**config.mk**
```make
export PLATFORM = sky130hd
export DESIGN_NAME = instruction_cache
export DESIGN_NICKNAME = d
export VERILOG_FILES = /design/src/rtl/instruction_cache.sv
export SDC_FILE = /design/constraint.sdc
export NUM_CORES = 2
export LEC_CHECK = 0
export ABC_AREA = 1
export CORE_ASPECT_RATIO = 2
export CORE_UTILIZATION = 50
export CTS_BUF_LIST = sky130_fd_sc_hd__clkbuf_4 sky130_fd_sc_hd__clkbuf_8
export DETAILED_ROUTE_END_ITERATION = 10
export PLACE_DENSITY = 0.64
export SYNTH_ARGS = -nofsm -noshare
export SYNTH_HDL_FRONTEND = slang
export SYNTH_SLANG_ARGS = --single-unit
```
**constraint.sdc**
```tcl
create_clock -name clock -period 9.11 [get_ports clock]
set_clock_uncertainty 0.1 [all_clocks]
set_input_delay 2.2775 -clock clock [delete_from_list [all_inputs] [get_ports clock]]
set_output_delay 2.2775 -clock clock [all_outputs]
set_load 0.01 [all_outputs]
```
**src/rtl/instruction_cache.sv**
```systemverilog
// Direct-mapped read-only instruction cache. Hits are answered combinationally
// in IDLE; a miss refills the whole line word by word from the MMU port.
module instruction_cache #(
    parameter int ADDR_WIDTH     = 32,
    parameter int DATA_WIDTH     = 32,
    parameter int SETS           = 16,
    parameter int WORDS_PER_LINE = 4
) (
    input  logic                  clock,
    input  logic                  reset,
    input  logic [ADDR_WIDTH-1:0] cpu_address,
    input  logic                  cpu_read,
    output logic [DATA_WIDTH-1:0] cpu_instr,
    output logic                  cpu_hit,
    input  logic                  flush,
    output logic [ADDR_WIDTH-1:0] mem_address,
    output logic                  mem_read,
    input  logic [DATA_WIDTH-1:0] mem_data,
    input  logic                  mem_ready
);

    localparam int OFF_W   = $clog2(WORDS_PER_LINE);
    localparam int IDX_W   = $clog2(SETS);
    localparam int IDX_LSB = 2 + OFF_W;
    localparam int TAG_LSB = 2 + OFF_W + IDX_W;
    localparam int TAG_W   = ADDR_WIDTH - TAG_LSB;
    localparam logic [OFF_W-1:0] LAST_WORD = OFF_W'(WORDS_PER_LINE - 1);

    typedef enum logic [1:0] {
        S_IDLE,
        S_REQ,
        S_GAP
    } state_t;

    state_t                  r_state;
    state_t                  w_state_next;
    logic [SETS-1:0]         r_valid;
    logic [TAG_W-1:0]        r_tag  [SETS];
    logic [DATA_WIDTH-1:0]   r_data [SETS*WORDS_PER_LINE];
    logic [TAG_W-1:0]        r_refill_tag;
    logic [IDX_W-1:0]        r_refill_idx;
    logic [OFF_W-1:0]        r_count;
    logic                    r_flush_pending;

    logic [TAG_W-1:0]        w_req_tag;
    logic [IDX_W-1:0]        w_req_idx;
    logic [OFF_W-1:0]        w_req_off;
    logic                    w_line_match;
    logic                    w_hit;
    logic                    w_start;
    logic                    w_accept;
    logic                    w_last;
    logic                    w_unused_byte_bits;

    assign w_req_tag          = cpu_address[ADDR_WIDTH-1:TAG_LSB];
    assign w_req_idx          = cpu_address[TAG_LSB-1:IDX_LSB];
    assign w_req_off          = cpu_address[IDX_LSB-1:2];
    assign w_unused_byte_bits = &cpu_address[1:0];

    assign w_line_match = r_valid[w_req_idx] && (r_tag[w_req_idx] == w_req_tag);
    assign w_hit        = (r_state == S_IDLE) && cpu_read && w_line_match && !flush;
    assign w_start      = (r_state == S_IDLE) && cpu_read && !w_line_match && !flush;
    assign w_accept     = (r_state == S_REQ) && mem_ready;
    assign w_last       = (r_count == LAST_WORD);

    always_comb begin
        w_state_next = r_state;
        cpu_hit      = w_hit;
        cpu_instr    = '0;
        mem_read     = 1'b0;
        mem_address  = '0;
        if (w_hit) begin
            cpu_instr = r_data[{w_req_idx, w_req_off}];
        end
        case (r_state)
            S_IDLE: begin
                if (w_start) begin
                    w_state_next = S_REQ;
                end
            end
            S_REQ: begin
                mem_read    = 1'b1;
                mem_address = {r_refill_tag, r_refill_idx, r_count, 2'b00};
                if (mem_ready) begin
                    w_state_next = w_last ? S_IDLE : S_GAP;
                end
            end
            S_GAP: begin
                w_state_next = S_REQ;
            end
            default: begin
                w_state_next = S_IDLE;
            end
        endcase
    end

    always_ff @(posedge clock or posedge reset) begin
        if (reset) begin
            r_state         <= S_IDLE;
            r_valid         <= '0;
            r_count         <= '0;
            r_flush_pending <= 1'b0;
            r_refill_tag    <= '0;
            r_refill_idx    <= '0;
        end else begin
            r_state <= w_state_next;
            case (r_state)
                S_IDLE: begin
                    if (flush) begin
                        r_valid <= '0;
                    end else if (w_start) begin
                        r_refill_tag <= w_req_tag;
                        r_refill_idx <= w_req_idx;
                        r_count      <= '0;
                    end
                end
                S_REQ: begin
                    if (flush) begin
                        r_flush_pending <= 1'b1;
                    end
                    if (mem_ready) begin
                        if (w_last) begin
                            r_count         <= '0;
                            r_flush_pending <= 1'b0;
                            // A flush seen during the refill wipes everything, new line included.
                            if (flush || r_flush_pending) begin
                                r_valid <= '0;
                            end else begin
                                r_valid[r_refill_idx] <= 1'b1;
                            end
                        end else begin
                            r_count <= r_count + 1'b1;
                        end
                    end
                end
                S_GAP: begin
                    if (flush) begin
                        r_flush_pending <= 1'b1;
                    end
                end
                default: begin
                end
            endcase
        end
    end

    // Tag and data storage carry no reset; the valid bits alone guard them.
    always_ff @(posedge clock) begin
        if (w_accept) begin
            r_data[{r_refill_idx, r_count}] <= mem_data;
            if (w_last) begin
                r_tag[r_refill_idx] <= r_refill_tag;
            end
        end
    end

endmodule

```
; Yosys cells after proc, flatten, opt, wreduce, memory -nomap -nowiden
; Memory sizes are Yosys's and may differ from the RTL's.
; Cells that the tools add are included.
[classes]
bitwise_logic = 2
mux = 30
magnitude_cmp = 3
n_reduce_logical = 18
n_eq_ne = 9
addsub = 1
[ops]
columns = cell, n
row1 = $mux W16, 4
row2 = $mux W32, 2
row3 = $pmux W16 S2, 1
row4 = $eq A24 B24 Y1, 1
row5 = $or A16 B16 Y16, 1
row6 = $mux W2, 7
row7 = $mux W1, 11
row8 = $lt A4 B5 Y1 const B, 2
row9 = $ne A2 B2 Y1 const B, 5
row10 = $logic_and A1 B1 Y1, 8
row11 = $reduce_and A4 Y1, 2
row12 = $pmux W2 S3, 1
row13 = $bmux W1 S4, 1
row14 = $demux W1 S4, 1
row15 = $eq A2 B2 Y1 const B, 2
row16 = $ge A4 B1 Y1 const B, 1
row17 = $pmux W2 S2, 1
row18 = $reduce_bool A2 Y1, 2
row19 = $reduce_and A3 Y1, 1
row20 = $add A2 B1 Y2 const B, 1
row21 = $eq A2 B1 Y1 const B, 1
row22 = $logic_not A1 Y1, 2
row23 = $logic_not A2 Y1, 1
row24 = $pmux W1 S2, 1
row25 = 3 further kinds, 3
[word_totals]
input_bits = 69
elab_cells = 71
mem_count = 2
mem_bits_rw = 2432
register_bits = 49
[memory_table]
columns = memory, words, word_bits, read_ports, rd_ports_with_merged_regs, wr, line_no
row1 = r_data, 64, 32, 1, 0, 1, 39  ; logic [DATA_WIDTH-1:0] r_data [SETS*WORDS_PER_LINE];
row2 = r_tag, 16, 24, 1, 0, 1, 38  ; logic [TAG_W-1:0] r_tag [SETS];

; Logic depth before layout (Yosys ltp)
[logic_depth]
depth_word = 9
mapped_depth = 22
depth_no_buf = 18

; Worst setup path after synthesis
; OpenSTA, ideal clock, no wires.
[synth_timing]
path_type = in2out
from = in cpu_address[4]
to = out cpu_instr[10]
arrival_ns = 4.184
path_buffers = 4
path_slack_ns = 2.549
path_stages = 19
cell_sequence = buf_4 > inv_4 > buf_6 > buf_6 > nand2_1 > nand2_1 > nand2_1 > nand3_1 > nand3_1 > nand2_1 > nand2_1 > nand2_1 > nand2_1 > nor2_1 > nand3_1 > nor3_2 > inv_2 > buf_6 > nor2_1
[synth_between]
elab_chain_cells = 6
word_cells_on_any_way = 9
classes_between = eq/ne: 1 / mux: 3 / reduce/logical: 3 / memory: 2
[synth_rtl]
columns = item, line_no
row1 = "start, declared", 11  ; input logic [ADDR_WIDTH-1:0] cpu_address,
row2 = $mem_v2 Z16 W24 / $bmux W1 S4 (equally long branches), --
row3 = $eq A24 B24 Y1 / $mux W1 (equally long branches), 60  ; assign w_line_match = r_valid[w_req_idx] && (r_tag[w_req_idx] == w_req_tag);
row4 = $logic_and A1 B1 Y1 (*), 60
row5 = $logic_and A1 B1 Y1 (*) (2 in a row), 61  ; assign w_hit = (r_state == S_IDLE) && cpu_read && w_line_match && !flush;
row6 = via cpu_hit, 14  ; output logic cpu_hit,
row7 = $mux W32 (*), 72  ; if (w_hit) begin
row8 = "end, declared", 13  ; output logic [DATA_WIDTH-1:0] cpu_instr,
; The timed path passes the listed nets; every way through them passes the cells marked *. The select of a mux whose other input is x is not followed.

; Worst setup path in the final report
[layout_timing]
from = in cpu_address[4]
to = out cpu_instr[24]
[layout_between]
elab_chain_cells = 6
word_cells_on_any_way = 9
classes_between = eq/ne: 1 / mux: 3 / reduce/logical: 3 / memory: 2
[layout_rtl]
columns = item, line_no
row1 = $mem_v2 Z16 W24 / $bmux W1 S4 (equally long branches), --
row2 = $eq A24 B24 Y1 / $mux W1 (equally long branches), 60
row3 = $logic_and A1 B1 Y1, 60
row4 = $logic_and A1 B1 Y1 (2 in a row), 61
row5 = $mux W32 (*), 72
; Every way passes the cells marked *; elsewhere a longest branch is shown, timed or not. The select of a mux whose other input is x is not followed.

==> flow_metrics.py <==
metrics = {
    "logic_synthesis": {
        "yosys.cell_types.count": 37,
        "synth_warnings": 0,
        "yosysSeqAreaShare_pct": 74.93,
        "syn_inst": 7562,
        "synth_top_cell_area_share_pct": 73.70,
        "syn_area_um2": 99100,
        "ys_ff_latch": 2481,
        "synth_top_area_cell": "edfxtp_1",
        "synth.area.top_cells": "edfxtp_1, nand2_1, a21oi_1",
        "syn_avg_cell_area_um2": 13.10,
    },
    "setup_path": {
        "crit_fanout": 103,
        "crit_type": "in -> out",
        "cp.required_ns": 6.73,
        "path_depth": 17,
        "crit_path_start_kind": "primary input",
        "path_buf_inv": 4,
        "worstPathArrival_ns": 6.03,
        "critical-path-top-delay-family": "simple AND/OR/NAND/NOR gates",
        "cp-endpoint": "cpu_instr[24]",
        "ff2ff_path_depth": 8,
        "r2r-end": "r_data[49][19]$_DFFE_PP_",
        "critPathCaptureType": "primary output",
        "r2r_slack_ns": 4.59,
        "reg2reg_from": "r_state[1]$_DFFE_PP0P_",
        "cpMaxStageDelayCell": "clkdlybuf4s50_1",
        "max_stage_delay_ns": 0.56,
        "crit_chain": "buf_8, buf_12, nor2_1, nor2_1, o21ai_0, nand3_1, nand3_1, nand2_1, nand2_1, nand2_1, nand2_1, nor2_1, nand3_1, nor3_2, inv_2, nor2_1, clkdlybuf4s50_1",
        "startpoint": "cpu_address[4]",
    },
    "timing": {
        "setup_viol": 0,
        "setup_tns_ns": 0,
        "relSlewSlack_pct": 14.40,
        "worst_pin_slew_ns": 1.284,
        "hold_viol": 0,
        "slew_viol_final": 0,
        "rsz0062_at_grt": "no",
        "max_freq_mhz": 119.0,
        "final.min_clock_period_ns": 8.405,
        "min_period_over_period_pct": 92.26,
    },
    "hold_path": {
        "hold_class": "reg -> reg",
    },
    "detailed_routing": {
        "dr.first_iter.drc_count": 6504,
        "vias": 64830,
        "vias_per_cell": 6.150,
        "antenna_left": 0,
        "drc": 0,
        "dr.pass1.iters": 8,
        "avgRoutedWirePerCell_um": 26.15,
        "wirelength_um": 275700,
    },
    "place": {
        "routabilityCongestion": 0.8141,
        "hpwl_um": 153500,
        "place_area_um2": 103900,
        "io_buffers": 130,
    },
    "cts": {
        "numCtsBuffers": 344,
        "ctsHtreeMaxLevel": 5,
        "cts_setup_buffers": 0,
        "clock_path_buffers": 4,
        "root_buffer": "clkbuf_8",
        "cts_resized": 0,
        "clk_pin_slew_worst_paths_ns": 0.06,
        "insertion_delay_ns": 0.95,
        "cts_hold_buf": 0,
        "cts_sinks": 2481,
        "tritoncts": "done",
    },
    "global_routing": {
        "overflow": 0,
        "grtUsageTotal_pct": 27.29,
        "grt_max_degree": 136,
        "grt_pass1_wl_um": 404800,
        "grt_pass1_vias": 64944,
        "antenna_found_initial": 12,
    },
    "die": {
        "die_y_um": 631.6,
        "dieArea_um2": 200100,
        "die_w_um": 316.8,
        "row_count": 230,
        "initial_utilization_pct": 50.42,
        "ios": 135,
        "core_area_um2": 196600,
    },
    "finish": {
        "final_common_cell": "edfxtp_1",
        "final_cell_mix": "edfxtp_1, nand2_1, a21oi_1, nor2_1, clkbuf_8",
        "area_growth_pct": 11.45,
        "drive_above_1_share_pct": 11.02,
        "nNetsFinal": 7791,
        "stdcell_area_um2": 110400,
    },
    "power": {
        "leakagePower_uw": 0.03741,
        "power_uw": 23780,
        "ir_worst_vdd_mv": 0.1221,
        "p_per_area_nw_per_um2": 215.3,
    },
    "flow_run": {
        "cap_violations": 0,
    },
    "run_status": {
        "status": "finished clean",
    },
}
## through the flow
step / instances / utilization [%] / worst slack (ns) / hold slack, ns
floorplan: 7563 / - / 2.549 / 0.3955
global placement: 9923 / 52.84 / 0.8101 / 0.4058
detailed placement: 9923 / 52.84 / 0.7120 / 0.4121
CTS: 10534 / 56.18 / 0.7010 / 0.4222
global route: 10539 / 56.19 / 0.4537 / 0.4385
finish: 10541 / 56.19 / 0.7055 / 0.4219
## Yosys cell counts
| cell type | count |
|---|---|
| buf_4 | 10 |
| nor3_1 | 17 |
| conb_1 | 1 |
| nand2_2 | 1 |
| nor2_1 | 437 |
| o221ai_1 | 128 |
| o21ai_0 | 337 |
| inv_4 | 1 |
| clkinv_1 | 4 |
| nand4_1 | 15 |
| nand2_1 | 1723 |
| o21bai_1 | 1 |
| clkbuf_1 | 417 |
| nor3_2 | 1 |
| buf_1 | 37 |
| buf_2 | 68 |
| ha_1 | 5 |
| nand3_1 | 349 |
| buf_6 | 23 |
| o311ai_0 | 64 |
| o31a_1 | 1 |
| edfxtp_1 | 2432 |
| o21ai_1 | 37 |
| dfrtp_1 | 49 |
| inv_1 | 224 |
| a32o_1 | 113 |
| inv_2 | 4 |
| a41oi_1 | 1 |
| nand2_4 | 1 |
| nor4_1 | 8 |
| a221o_1 | 64 |
| or2_2 | 3 |
| a21oi_1 | 658 |
| o211ai_1 | 120 |
| o21bai_2 | 1 |
| a221oi_1 | 192 |
| a311o_1 | 15 |
## report_power, final
group          switching (uW)  internal [uW]  total [uW]
Sequential                349          13000       13400
Combinational            1490            559        2050
Clock                    4130           4240        8370
Total                    5970          17800       23800
## routing by layer
metal  wire (um)  global-route usage (%)  part of all wire [%]  up-vias
met4       13200                   13.06                   4.8        6
met1      100900                   31.91                    37    32603
met3       17360                   3.572                   6.3      814
met2      144100                   49.00                    52     2941
li1            -                       -                     -    28466
met5          34                       0                 0.012        -
## state kept, by name, indices dropped and copies added, names as in the netlist
register,flops
r_refill_idx,4
r_count,2
r_valid,16
r_data,2048
r_flush_pending,1
r_tag,384
r_state,2
r_refill_tag,24
## worst register-to-register path, cell delays in order, from the launching register on
cell,delay (ns)
dfrtp_1,0.42
inv_1,0.09
ha_1,0.46
buf_4,0.39
nand2_1,0.10
clkinv_1,0.22
nand4_1,0.81
nor2_4,1.02
buf_4,0.50
## how the worst min path moves through the flow
stage                             from                      end  slack [ns]  cells after the start
2_1_floorplan   r_valid[0]$_DFFE_PP0P_   r_valid[0]$_DFFE_PP0P_        0.40                      2
3_3_place_gp    r_valid[7]$_DFFE_PP0P_   r_valid[7]$_DFFE_PP0P_        0.41                      2
3_5_place_dp    r_valid[9]$_DFFE_PP0P_   r_valid[9]$_DFFE_PP0P_        0.41                      2
4_1_cts         r_valid[9]$_DFFE_PP0P_   r_valid[9]$_DFFE_PP0P_        0.42                      2
5_1_grt        r_valid[13]$_DFFE_PP0P_  r_valid[13]$_DFFE_PP0P_        0.44                      2
6_report        r_valid[9]$_DFFE_PP0P_   r_valid[9]$_DFFE_PP0P_        0.42                      2
## logic make-up after synthesis
| kind of cell | Yosys count | share of synthesized area, % |
|---|---|---|
| compound gates | 1732 | 11.49 |
| fa+ha+maj | 5 | 0.06313 |
| buf+inv | 788 | 3.285 |
| flops | 2481 | 74.93 |
| other cells | 1 | 0.003784 |
| simple gates | 2555 | 10.22 |
## cell type report
type                            instances  area (um^2)
Antenna cell                            7        17.52
Tap cell                             2552         3193
Multi-Input combinational cell       4294        22150
Clock inverter                        172         1041
Clock buffer                          439         5523
Fill cell                           15612        86110
Inverter                              233        919.6
Timing Repair Buffer                  363         3343
Sequential cell                      2481        74260
Note: power is estimated with default switching activity, not from simulation.
